==> src/rtl/uart_tx_ctrl.sv <==
// UART transmit controller: accepts a word over valid/ready and serialises it as
// start, LSB-first data, optional parity and stop bits, one bit per baud period.
module uart_tx_ctrl #(
    parameter int CLKS_PER_BIT = 16,
    parameter int DATA_BITS    = 8,
    parameter int PARITY_EN    = 0,
    parameter int PARITY_ODD   = 0,
    parameter int STOP_BITS    = 1
) (
    input  logic                 clk,
    input  logic                 rst_n,
    input  logic [DATA_BITS-1:0] tx_data,
    input  logic                 tx_valid,
    output logic                 tx_ready,
    output logic                 tx_out,
    output logic                 busy,
    output logic                 done
);

    localparam int CNT_W = (CLKS_PER_BIT > 1) ? $clog2(CLKS_PER_BIT) : 1;
    localparam int IDX_W = $clog2(DATA_BITS + 1);

    localparam logic [CNT_W-1:0] BAUD_LAST = CNT_W'(CLKS_PER_BIT - 1);
    localparam logic [IDX_W-1:0] DATA_LAST = IDX_W'(DATA_BITS - 1);
    localparam logic [IDX_W-1:0] STOP_LAST = IDX_W'(STOP_BITS - 1);

    localparam logic [2:0] IDLE   = 3'd0;
    localparam logic [2:0] START  = 3'd1;
    localparam logic [2:0] DATA   = 3'd2;
    localparam logic [2:0] PARITY = 3'd3;
    localparam logic [2:0] STOP   = 3'd4;

    logic [2:0]           state,      state_nxt;
    logic [CNT_W-1:0]     baud_cnt,   baud_cnt_nxt;
    logic [IDX_W-1:0]     bit_idx,    bit_idx_nxt;
    logic [DATA_BITS-1:0] shift_reg,  shift_reg_nxt;
    logic                 parity_bit, parity_bit_nxt;
    logic                 tx_out_nxt;
    logic                 tx_ready_nxt;
    logic                 done_nxt;
    logic                 accept;
    logic                 bit_end;

    assign accept  = tx_valid && tx_ready;
    assign bit_end = (baud_cnt == BAUD_LAST);
    assign busy    = (state != IDLE);

    always_comb begin
        // NOTE: every *_nxt gets a default before the case so no path leaves one
        // unassigned; a missing default here would infer a latch.
        state_nxt      = state;
        baud_cnt_nxt   = baud_cnt;
        bit_idx_nxt    = bit_idx;
        shift_reg_nxt  = shift_reg;
        parity_bit_nxt = parity_bit;
        tx_out_nxt     = tx_out;
        tx_ready_nxt   = tx_ready;
        done_nxt       = 1'b0;

        if (state != IDLE) begin
            baud_cnt_nxt = bit_end ? '0 : baud_cnt + 1'b1;
        end

        case (state)
            IDLE: begin
                tx_out_nxt = 1'b1;
                if (accept) begin
                    shift_reg_nxt  = tx_data;
                    parity_bit_nxt = (^tx_data) ^ (PARITY_ODD != 0);
                    tx_ready_nxt   = 1'b0;
                    tx_out_nxt     = 1'b0;
                    baud_cnt_nxt   = '0;
                    state_nxt      = START;
                end
            end

            START: begin
                if (bit_end) begin
                    bit_idx_nxt = '0;
                    tx_out_nxt  = shift_reg[0];
                    state_nxt   = DATA;
                end
            end

            DATA: begin
                if (bit_end) begin
                    shift_reg_nxt = shift_reg >> 1;
                    if (bit_idx == DATA_LAST) begin
                        bit_idx_nxt = '0;
                        if (PARITY_EN != 0) begin
                            tx_out_nxt = parity_bit;
                            state_nxt  = PARITY;
                        end else begin
                            tx_out_nxt = 1'b1;
                            state_nxt  = STOP;
                        end
                    end else begin
                        // After the shift, the next bit on the line is today's bit 1.
                        bit_idx_nxt = bit_idx + 1'b1;
                        tx_out_nxt  = shift_reg[1];
                    end
                end
            end

            PARITY: begin
                if (bit_end) begin
                    bit_idx_nxt = '0;
                    tx_out_nxt  = 1'b1;
                    state_nxt   = STOP;
                end
            end

            STOP: begin
                // bit_idx is reused to count stop bits.
                if (bit_end) begin
                    if (bit_idx == STOP_LAST) begin
                        bit_idx_nxt  = '0;
                        tx_ready_nxt = 1'b1;
                        done_nxt     = 1'b1;
                        state_nxt    = IDLE;
                    end else begin
                        bit_idx_nxt = bit_idx + 1'b1;
                    end
                end
            end

            default: begin
                tx_out_nxt   = 1'b1;
                tx_ready_nxt = 1'b1;
                baud_cnt_nxt = '0;
                bit_idx_nxt  = '0;
                state_nxt    = IDLE;
            end
        endcase
    end

    always_ff @(posedge clk) begin
        // NOTE: registers use non-blocking assignment so every flop samples the
        // pre-edge values computed above; the comb block uses blocking.
        if (!rst_n) begin
            state      <= IDLE;
            baud_cnt   <= '0;
            bit_idx    <= '0;
            // NOTE: the datapath word and parity are cleared as well, so an aborted
            // frame leaves nothing behind for the next one.
            shift_reg  <= '0;
            parity_bit <= 1'b0;
            tx_out     <= 1'b1;
            tx_ready   <= 1'b1;
            done       <= 1'b0;
        end else begin
            state      <= state_nxt;
            baud_cnt   <= baud_cnt_nxt;
            bit_idx    <= bit_idx_nxt;
            shift_reg  <= shift_reg_nxt;
            parity_bit <= parity_bit_nxt;
            tx_out     <= tx_out_nxt;
            tx_ready   <= tx_ready_nxt;
            done       <= done_nxt;
        end
    end

endmodule

==> config.mk <==
export PLATFORM = sky130hd
export DESIGN_NAME = uart_tx_ctrl
export DESIGN_NICKNAME = d
export VERILOG_FILES = /design/src/rtl/uart_tx_ctrl.sv
export SDC_FILE = /design/constraint.sdc
export NUM_CORES = 1
export LEC_CHECK = 0
export BUFFER_PORTS_ARGS = -buffer_cell sky130_fd_sc_hd__buf_2
export CAP_MARGIN = 20
export CORE_MARGIN = 2
export CORE_UTILIZATION = 30
export CTS_BUF_LIST = sky130_fd_sc_hd__clkbuf_8
export DETAILED_ROUTE_END_ITERATION = 6
export PLACE_DENSITY = 0.57
export SETUP_SLACK_MARGIN = 0.5
export SLEW_MARGIN = 20
export SYNTH_ARGS = -nofsm -noshare
export SYNTH_HDL_FRONTEND = slang
export SYNTH_SLANG_ARGS = --single-unit
==> constraint.sdc <==
create_clock -name clk -period 3 [get_ports clk]
set_input_delay 0.45 -clock clk [delete_from_list [all_inputs] [get_ports clk]]
set_output_delay 0.45 -clock clk [all_outputs]
set_load 0.1 [all_outputs]
* After elaboration in Yosys (flattened, before gate mapping)
Index checks and enable logic that the tools add are counted.
Word-level totals: bits in registers 22, bits of input ports 11, output and inout bits 4, logic and storage cells 72
Cells by class: add/subtract/negate cells 2, equality and inequality tests 14, muxes and demuxes 32, bitwise logic cells 3, reductions and logical operators 14
Operators with widths (number):
- $mux 4 | 8
- $mux 3 | 7
- $mux 8 | 2
- $pmux 4 s4 | 1
- $pmux 8 s2 | 1
- $pmux 3 s5 | 1
- $ne 2x2->1 const B | 7
- $reduce_and 4->1 | 3
- $mux 1 | 9
- $add 4x1->4 const B | 2
- $pmux 4 s2 | 1
- $reduce_and 7->1 | 1
- $eq 3x2->1 const B | 2
- $reduce_and 3->1 | 2
- $pmux 1 s5 | 1
- $eq 4x3->1 const B | 1
- $eq 4x4->1 const B | 1
- $logic_not 4->1 | 1
- $reduce_or 4->1 | 1
- $eq 3x1->1 const B | 1
- $eq 3x3->1 const B | 1
- $logic_not 3->1 | 1
- $not 1->1 | 3
- $pmux 1 s3 | 1
- 6 further kinds | 6

* Depth between registers and ports, before layout
Gate-level depths: netlist of run 1.
depth in word-level cells 5, gate-level depth with buffers 6, depth with buffers taken out 6

* Worst setup path before layout of run 1
Ideal clock, no wire load.
kind register to register, start point reg tx_ready, end point reg shift_reg[1], library setup time 0.086 ns, data arrival time 1.825 ns, slack 1.089 ns, stages on the path, launching flop included 6, clock period less this slack 1.911 ns, path through dfxtp_1 nand3b_1 a21boi_2 buf_6 nor2_1 a211oi_1
On the way: cells in the longest elaborated chain, start to end 3
Ends and longest elaborated chain:
- from (decl) | RTL line 14 | output logic tx_ready,
- from (signal assigned) | RTL line 158 | tx_ready <= tx_ready_nxt;
- $logic_and 1x1->1 | RTL line 44 | assign accept = tx_valid && tx_ready;
- $ne 2x2->1 (no line)
- $reduce_and 3->1 (no line)
- to (signal assigned) | RTL line 155 | shift_reg <= shift_reg_nxt;
- to (decl) | RTL line 36 | logic [DATA_BITS-1:0] shift_reg, shift_reg_nxt;
No other way between the ends. A chain may end at the register's enable or synchronous reset.

* Worst setup path after layout of run 1
start point reg state[2], end point out busy
On the way: cells in the longest elaborated chain, start to end 1
Ends and longest elaborated chain:
- from (decl) | RTL line 33 | logic [2:0] state, state_nxt;
- from (signal assigned) | RTL line 152 | state <= state_nxt;
- $reduce_bool 3->1 | RTL line 46 | assign busy = (state != IDLE);
- to (decl) | RTL line 16 | output logic busy,
No other way between the ends.

==> results.md, run 1 <==
* CP Data Required Time at between 2 and 3 ns
* Sw Share at 0.266
* Status: finished, final reports clean
* Synthesis-stage register bit count at 22
* Worst VDD drop at ~220 uV
* Met3 Use GR at 0.0341
* Resized Gates After CTS at 0
* Placed instance area at 0.00133 sq mm
* Int Pwr at 0.520 mW
* Hold crit path type: in -> reg
* Min Tclk post-route at 2.05 ns
* Die Ht at about 70 um
* Initial drt markers at 62
* Ant diodes at 0
* Crit-path leading delay family: flip-flops
* Setup crit start: state[2]$_SDFFE_PN0P_
* CTS Buf Count at 3
* Via density per instance at just over 5
* HP Start: rst_n
* Gate power share at 0.144
* CTS sink cnt at 22
* Worst skew pair latency at 0.27 ns
* Final WL at roughly 2600 um
* Clock power share at 0.398
* Num rows at 23
* Library cells used by synthesis at 45
* CTS root buf: clkbuf_8
* Syn avg cell area at around 8.7 sq um
* Syn-to-layout area delta at 11.0%
* Share of post-route cells with drive strength above 1 at 0.181
* Drt drc at 0
* Setup CP Type: reg -> out
* Setup Skew at approximately 0.0072 ns
* Drt pass-1 iters at 4
* Sequential share of the synthesized area at 0.350
* Hold Violations, Final at 0
* Global Route met2 Usage at 0.215
* Psw at around 0.19 mW
* Most Crowded Layer GR: met2
* First-pass GRT wire length at 4540 um
* Remaining antenna violation count after routing at 0
* Post-CTS Hold Fix Bufs at 0
* Slowest CP cell: dfxtp_1
* Gr usage total at 0.127
* Clk pin slew, worst setup/hold paths at about 0.090 ns
* Max incr delay on CP at approximately 0.67 ns
* Grt ovf at 0
* Maximum clock rate at 0.487 GHz
* Vias in the first global route at 1023
* Pleak at around 0.54 nW
* Clock Tree Buf Depth at 2
* IO Port Bufs at 14
* Reg2reg start: state[1]$_SDFFE_PN0P_
* CP bufs+invs at 2
* DP HPWL at 1970 um
* Final RePlAce weighted congestion at between 0.8 and 0.9
* Fin nets at 170
* Initial antenna violation count at 0
* M1 GR Usage at 0.163
* Clock tree from TritonCTS: built
* Io pins at 15
* Slew HR at 0.461
* Core area at just over 0.004 sq mm
* Syn nets at between 150 and 200
* Dpl ws at 1.05 ns
* Slew at the pin closest to its max-slew limit at 0.805 ns
* WP data arrival at between 1.5 and 2 ns
* RSZ-0062 raised after global routing: no
* WL/cell at approximately 13 um
* CP Capture Type: output pin
* Postcts setup bufs at 0
* Finished layout cell area at ~0.0014 sq mm
* Final Power at 0.708 mW
* Max-cap viol count at 0
* Crit Path Max Fanout at 16
* Largest net degree at the start of global routing at 17
* Post-synthesis cell count at roughly 150
* H-tree lvl count at 1
* Final period utilization at 0.685
* Setup WS post-layout at around 0.95 ns
* Post-synthesis cell area at around 0.0013 sq mm
* Final-layout fill cell count at between 400 and 500
* Final Setup Violations at 0
* Initial core utilization at 0.312
* Final hold slack at 0.483 ns
* Vias post-DR at about 1100
* Setup Total Neg Slack at 0 ns
* Die area at 0.00473 sq mm
* Critical Path, Cell by Cell: nor3_1 > inv_1 > buf_2
* Max FFs per register at 8
* Max Slew Vio Count at 0
* Die Wd at 68.7 um
* Crit path launch type: flop
* Power Density at between 500 and 600 mW/mm^2
* Warnings from Yosys at 0
* Sequential share of power at 0.458
## synthesized netlist by cell type, drive strengths merged
cell | instances | area, sq um
a211oi | 7 | 52.6
o21a | 1 | 7.51
and3 | 2 | 17.5
nor3b | 2 | 31.3
clkbuf | 2 | 7.51
maj3 | 1 | 11.3
a31oi | 1 | 6.26
a21o | 5 | 38.8
o22ai | 2 | 12.5
o211ai | 1 | 7.51
ha | 3 | 37.5
nor3 | 1 | 5.00
a21oi | 10 | 50.1
nor2b | 3 | 18.8
nand3b | 4 | 30.0
nand4 | 4 | 25.0
xor2 | 1 | 8.76
nand4b | 2 | 17.5
a21boi | 3 | 26.3
nand2 | 10 | 37.5
o211a | 1 | 10.0
o32ai | 1 | 8.76
or3b | 1 | 8.76
nand2b | 2 | 20.0
nand3 | 11 | 55.1
o2111ai | 1 | 8.76
nor2 | 14 | 55.1
inv | 4 | 15.0
mux2i | 7 | 70.1
or3 | 2 | 12.5
buf | 5 | 48.8
dfxtp | 22 | 440
o21ai | 5 | 25.0
dlygate4sd1 | 1 | 8.76
or2 | 2 | 12.5
a221oi | 1 | 8.76
## layer usage
layer  wire length, um  share of wire  up-vias
met2              1210           0.46       13
met4                16         0.0061        0
li1                  -              -      552
met3                80          0.030        2
met5                 0              0        -
met1              1320           0.50      491
## path summary, 6_finish.rpt
check	cells past startpoint	slack [ns]	end
max	3	0.95	busy
min	2	0.48	tx_out$_SDFFE_PN1P_
max reg2reg	4	1.03	bit_idx[0]$_SDFFE_PN0P_
min reg2reg	2	0.50	tx_out$_SDFFE_PN1P_
## layout make-up
cell class	instances	area [sq um]	share of cell area
flip-flops and latches	22	440	0.315
multi-input cells	111	737	0.528
repair buffers	14	70.1	0.0502
clock inverters	1	30.0	0.0215
inverters	4	15.0	0.0108
well taps	50	62.6	0.0448
clock buffers	3	41.3	0.0296
## through the flow
| step | utilization | instances |
|---|---|---|
| 3_5_place_dp | 0.329 | 201 |
| 6_report | 0.347 | 205 |
| 3_3_place_gp | 0.329 | 201 |
| 5_1_grt | 0.347 | 205 |
| 4_1_cts | 0.347 | 205 |
| 2_1_floorplan | - | 145 |
## cell families after synthesis
family | share of synthesized area
AOI/OAI and AO/OA | 0.209
xor gates and xnor gates | 0.00697
adders and majority gates | 0.0388
buffers and inverters | 0.0637
DFF | 0.350
muxes | 0.0557
and+or+nand+nor | 0.276
## cell usage in the layout (no fill, tap or decap), drive strengths merged
| master | instances |
|---|---|
| a211oi | 7 |
| a21boi | 3 |
| a21o | 5 |
| a21oi | 10 |
| a221oi | 1 |
| a31oi | 1 |
| and3 | 2 |
| buf | 14 |
| bufinv | 1 |
| clkbuf | 3 |
| dfxtp | 22 |
| ha | 3 |
| inv | 4 |
| maj3 | 1 |
| mux2i | 7 |
| nand2 | 10 |
| nand2b | 2 |
| nand3 | 11 |
| nand3b | 4 |
| nand4 | 4 |
| nand4b | 2 |
| nor2 | 14 |
| nor2b | 3 |
| nor3 | 1 |
| nor3b | 2 |
| o2111ai | 1 |
| o211a | 1 |
| o211ai | 1 |
| o21a | 1 |
| o21ai | 5 |
| o22ai | 2 |
| o32ai | 1 |
| or2 | 2 |
| or3 | 2 |
| or3b | 1 |
| xor2 | 1 |
## power by group through the flow
stage	Clock, mW	Sequential (mW)	Combinational (mW)
2_1_floorplan	0	0.343	0.0709
6_report	0.282	0.324	0.102
3_3_place_gp	0	0.330	0.101
3_5_place_dp	0	0.331	0.102
4_1_cts	0.281	0.324	0.103
5_1_grt	0.292	0.327	0.112
Power figures use the tool's default switching activity.
==> inputs of run 2 (changes only) <==
==> constraint.sdc (replaced) <==
create_clock -name clk -period 1.9 [get_ports clk]
set_input_delay 0.285 -clock clk [delete_from_list [all_inputs] [get_ports clk]]
set_output_delay 0.285 -clock clk [all_outputs]
set_load 0.1 [all_outputs]
==> run 2 against run 1 <==
Effect of this change:
- clock-buffer cell count up 1
- cell count up 9.3%
- largest power group unchanged
- non-clock buffer count up 19
- cell area up 18%
==> results.md, run 2 (synthesis gave the netlist of run 1 again) <==
* Status: finished, final reports clean
* Ant diodes at 0
* Initial antenna violation count at 0
* Reg2reg start: baud_cnt[1]$_SDFF_PN0_
* Setup CP Type: reg -> reg
* Initial core utilization at 0.312
* Setup crit start: baud_cnt[1]$_SDFF_PN0_
* CP Data Required Time at ~2.1 ns
* Hold Crit Depth at 2
* Power Density at about 630 mW/mm^2
* Num rows at 23
* Largest net degree at the start of global routing at 15
* Remaining antenna violation count after routing at 0
* HP Start: rst_n
* Crit Path Max Fanout at 8
* Maximum clock rate at about 0.67 GHz
* Die Ht at 68.7 um
* Post-CTS Hold Fix Bufs at 0
* Via density per instance at 5.12
* Final WL at 3190 um
* Clock tree from TritonCTS: built
* Clock Tree Buf Depth at 2
* Drt drc at 0
* Hold crit path type: in -> reg
* Die area at 0.00473 sq mm
* Hold Violations, Final at 0
* Worst R2R Path Depth at 5
* Most frequent cells in the layout: buf_2 (14), nor2_1 (13), dfxtp_1 (13), buf_4 (13), nand3_1 (11)
* Max Slew Vio Count at 0
* Die Wd at ~69 um
* Setup WS post-layout at about 0.41 ns
* Vias in the first global route at between 1000 and 1500
* R2r setup slk at just over 0.4 ns
* Clk pin slew, worst setup/hold paths at roughly 0.080 ns
* Setup Skew at roughly 0.0043 ns
* WP data arrival at 1.67 ns
* Critical Path, Cell by Cell: ha_4 > and3_4 > maj3_4 > nand2b_4 > a31oi_1
* Dpl ws at approximately 0.27 ns
* Placed instance area at between 0.001 and 0.0015 sq mm
* Finished layout cell area at 0.00165 sq mm
* Syn-to-layout area delta at 30.8%
* Final RePlAce weighted congestion at 0.819
* Worst VDD drop at a little over 300 uV
* CTS sink cnt at 22
* Max incr delay on CP at around 0.37 ns
* Gr usage total at 0.141
* Pleak at between 0.6 and 0.7 nW
* Vias post-DR at about 1100
* IO Port Bufs at 14
* CP Capture Type: flop
* Slew HR at 0.635
* Drt pass-1 iters at 4
* Commonest non-fill, non-tap cell in the layout: buf_2
* Max FFs per register at 8
* Final Power at approximately 1.0 mW
* First-pass GRT wire length at a little under 5000 um
* CTS Buf Count at 3
* Fin nets at ~190
* DP HPWL at between 2000 and 2500 um
* RSZ-0062 raised after global routing: yes
* Crit path launch type: flop
* Io pins at 15
* Grt ovf at 0
* H-tree lvl count at 1
* Slowest CP cell: maj3_4
* Core area at between 0.004 and 0.005 sq mm
* Setup Total Neg Slack at 0 ns
* Worst skew pair latency at 0.26 ns
* Final Setup Violations at 0
* Initial drt markers at between 40 and 50
* Share of post-route cells with drive strength above 1 at 0.385
* Max-cap viol count at 0
* WL/cell at 14.2 um
* Slew at the pin closest to its max-slew limit at ~0.55 ns
* CTS root buf: clkbuf_8
* Min Tclk post-route at about 1.5 ns
* Final period utilization at 0.786
[run 2: metrics by stage]
step,util,hold slack [ns],std cells
finish,0.408,0.338,224
global route,0.408,0.362,224
CTS,0.376,0.319,215
detailed placement,0.344,0.495,205
global placement,0.344,0.476,205
floorplan,-,0.439,145
[run 2: where the power goes]
group          internal [mW]  leakage [nW]  switching (mW)
logic                 0.0725         0.429           0.124
clock network          0.185        0.0288           0.152
registers              0.483         0.185          0.0250
total                  0.740         0.643           0.301
[run 2: per-layer routing]
layer / GRT usage / vias to the layer above / wire (um)
li1: - / 592 / -
met1: 0.199 / 535 / 1550
met2: 0.221 / 18 / 1530
met3: 0.0244 / 2 / 92
met4: 0.0368 / 0 / 19
met5: 0 / - / 0
[run 2: worst paths after layout]
path | endpoint
hold reg to reg | shift_reg[6]$_SDFFE_PN0P_
setup / recovery | bit_idx[3]$_SDFFE_PN0P_
setup reg to reg | bit_idx[3]$_SDFFE_PN0P_
hold / removal | tx_out$_SDFFE_PN1P_
[run 2: timing repair]
action / CTS / global route
buffers inserted: 6 / 8
pin swaps: 7 / 7
gates cloned: 0 / 1
gates resized for setup: 14 / 19
setup endpoints to repair: 15 / 17
hold endpoints to repair: 0 / 0
[run 2: worst max-delay path, delay by kind of cell, from the launching register on]
family | cells | cell delay, ns
AND/OR/NAND/NOR | 2 | 0.35
flip-flops | 1 | 0.36
AO/OA/AOI/OAI | 1 | 0.16
adder cells (fa/ha/maj) | 2 | 0.54
[run 2: area by class of cell]
class / count / area, sq um
clock buffer: 4 / 55.1
sequential: 22 / 467
fill: 420 / 2380
multi-input combinational: 111 / 817
inverter: 4 / 15.0
tap: 50 / 62.6
timing repair buffer: 33 / 229
==> inputs of run 3 (changes only) <==
--- a/config.mk
+++ b/config.mk
@@ -11,7 +11,7 @@
 export CORE_UTILIZATION = 30
 export CTS_BUF_LIST = sky130_fd_sc_hd__clkbuf_8
 export DETAILED_ROUTE_END_ITERATION = 6
-export PLACE_DENSITY = 0.57
+export PLACE_DENSITY = 0.58
 export SETUP_SLACK_MARGIN = 0.5
 export SLEW_MARGIN = 20
 export SYNTH_ARGS = -nofsm -noshare
==> constraint.sdc (replaced) <==
create_clock -name clk -period 1.36 [get_ports clk]
set_input_delay 0.204 -clock clk [delete_from_list [all_inputs] [get_ports clk]]
set_output_delay 0.204 -clock clk [all_outputs]
set_load 0.1 [all_outputs]
==> run 3 against run 2 <==
Effect of this change:
- the run now ends with setup timing left
- first-iteration DRC count down 38%
- critical path depth fell by 1
- setup slack worse by 0.51 ns
- sequential power rose by 39%
- register-to-register slack got worse by 0.51 ns
- highest routed layer unchanged
- critical path type is now reg -> out
- clock skew is 0.0045 ns higher
- cell area increased by 20%
- cell count rose by 8.5%
- worst hold slack lost 0.083 ns
==> results.md, run 3 (synthesis gave the netlist of run 1 again) <==
* WL/cell at 14.9 um
* CP Capture Type: output pin
* Finished layout cell area at between 0.0015 and 0.002 sq mm
* CTS Buf Count at 3
* Max incr delay on CP at about 0.37 ns
* Pleak at about 0.8 nW
* H-tree lvl count at 1
* Sw Share at 0.302
* Ant diodes at 0
* FF-to-FF End: bit_idx[2]$_SDFFE_PN0P_
* Max-cap viol count at 0
* Hold Crit Depth at 4
* Io pins at 15
* Slew at the pin closest to its max-slew limit at between 0.3 and 0.4 ns
* Sequential share of power at 0.458
* Final period utilization at 1.07
* Violated checks: setup timing
* WP data arrival at ~1.3 ns
* Gr usage total at 0.158
* Vias post-DR at 1250
* Crit path launch type: flop
* Slowest CP cell: dfxtp_4
* Crit Path Max Fanout at 6
* Final hold slack at 0.255 ns
* Final core occ at 0.489
* CP bufs+invs at 3
* Setup CP Type: reg -> out
* Initial antenna violation count at 0
* Max FFs per register at 8
* Via density per instance at ~5.1
* Syn-to-layout area delta at 56.8%
* HP Start: tx_valid
* Setup Skew at slightly below 0.009 ns
* Post-CTS Hold Fix Bufs at 0
* Vias in the first global route at around 1200
* Hold Crit Endpoint: tx_ready$_SDFFE_PN1P_
* Remaining antenna violation count after routing at 0
* Clock Tree Buf Depth at 2
* Final RePlAce weighted congestion at roughly 0.8
* Placed instance area at 0.00161 sq mm
* Die Wd at 68.7 um
* Reg2reg start: bit_idx[0]$_SDFFE_PN0P_
* Setup Total Neg Slack at -0.873 ns
* Critical Path, Cell by Cell: buf_6 > nor3_4 > inv_6 > buf_12
* Clock tree from TritonCTS: built
* Die area at 0.00473 sq mm
* Die Ht at about 69 um
* Final WL at approximately 3600 um
* Power Density at ~780 mW/mm^2
* Initial drt markers at 26
* Status: complete, but fails checks
* Max Slew Vio Count at 0
* Final Power at 1.55 mW
* Gate power share at 0.268
* IO Port Bufs at 14
* Crit-path leading delay family: flip-flops
* Psw at 0.466 mW
* Share of post-route cells with drive strength above 1 at 0.534
* Dpl ws at -0.119 ns
* Drt pass-1 iters at 4
* Worst VDD drop at about 400 uV
* Initial core utilization at 0.312
* Final Setup Violations at 16
* Slew HR at 0.742
* Placed instance count at roughly 230
* Core area at 0.00403 sq mm
* Drt drc at 0
* Setup WS post-layout at -0.101 ns
* Maximum clock rate at approximately 0.68 GHz
* Worst skew pair latency at 0.27 ns
* First-pass GRT wire length at 5510 um
* Most frequent cells in the layout: buf_4 (26), dfxtp_1 (12), buf_6 (11)
* Clk pin slew, worst setup/hold paths at around 0.09 ns
* Num rows at 23
* RSZ-0062 raised after global routing: yes
* Commonest non-fill, non-tap cell in the layout: buf_4
* CP Data Required Time at between 1 and 1.5 ns
* CTS sink cnt at 22
* Clock power share at 0.275
* Final Non-Filler Cells at between 200 and 250
* R2r setup slk at -0.10 ns
* Int Pwr at roughly 1.1 mW
* Largest net degree at the start of global routing at 14
* Worst R2R Path Depth at 6
* Fin nets at 208
* DP HPWL at ~2400 um
* Hold crit path type: in -> reg
* CTS root buf: clkbuf_8
* Min Tclk post-route at 1.46 ns
* Hold Violations, Final at 0
* Grt ovf at 0
==> run 3: worst reg2reg max path, cell delays in order, from the launching register on <==
cell      delay (ns)
dfxtp_2         0.34
inv_2           0.08
ha_4            0.12
or3b_4          0.37
a21o_4          0.25
nand4_1         0.10
o211ai_1        0.09
==> run 3: how the worst max path moves through the flow <==
| stage | from | to | slack, ns | cells past startpoint |
|---|---|---|---|---|
| finish | state[0]$_SDFFE_PN0P_ | busy | -0.10 | 4 |
| global placement | baud_cnt[1]$_SDFF_PN0_ | bit_idx[3]$_SDFFE_PN0P_ | -0.06 | 5 |
| global route | bit_idx[0]$_SDFFE_PN0P_ | bit_idx[3]$_SDFFE_PN0P_ | -0.16 | 6 |
| CTS | baud_cnt[1]$_SDFF_PN0_ | bit_idx[3]$_SDFFE_PN0P_ | -0.11 | 5 |
| detailed placement | state[1]$_SDFFE_PN0P_ | shift_reg[0]$_SDFFE_PN0P_ | -0.12 | 5 |
| floorplan | baud_cnt[0]$_SDFF_PN0_ | bit_idx[3]$_SDFFE_PN0P_ | -0.02 | 5 |
==> run 3: layer usage <==
layer  up-vias  part of all wire  GRT usage
li1        626                 -          -
met1       611              0.44      0.198
met2        11              0.53      0.266
met3         2             0.019     0.0390
met4         0            0.0069     0.0515
met5         -                 0          0
==> run 3: area by class of cell <==
class                   count  area (sq um)
inverters                   4          20.0
repair buffers             52           469
flip-flops and latches     22           463
clock inverters             1          3.75
clock buffers               3          41.3
multi-input cells         111           912
fillers                   388          2060
well taps                  50          62.6
==> run 3: power by group through the flow <==
stage / registers, mW / clock network [mW] / logic [mW]
after CTS: 0.710 / 0.439 / 0.377
after floorplan: 0.761 / 0 / 0.177
final: 0.707 / 0.424 / 0.413
after global routing: 0.713 / 0.459 / 0.442
after detailed placement: 0.722 / 0 / 0.319
after global placement: 0.722 / 0 / 0.310
==> run 3: what timing repair did <==
| action | in CTS | in global routing |
|---|---|---|
| pin swaps | 13 | 21 |
| setup buffers | 8 | 6 |
| gates resized for setup | 27 | 26 |
| endpoints found under the setup margin | 26 | 26 |
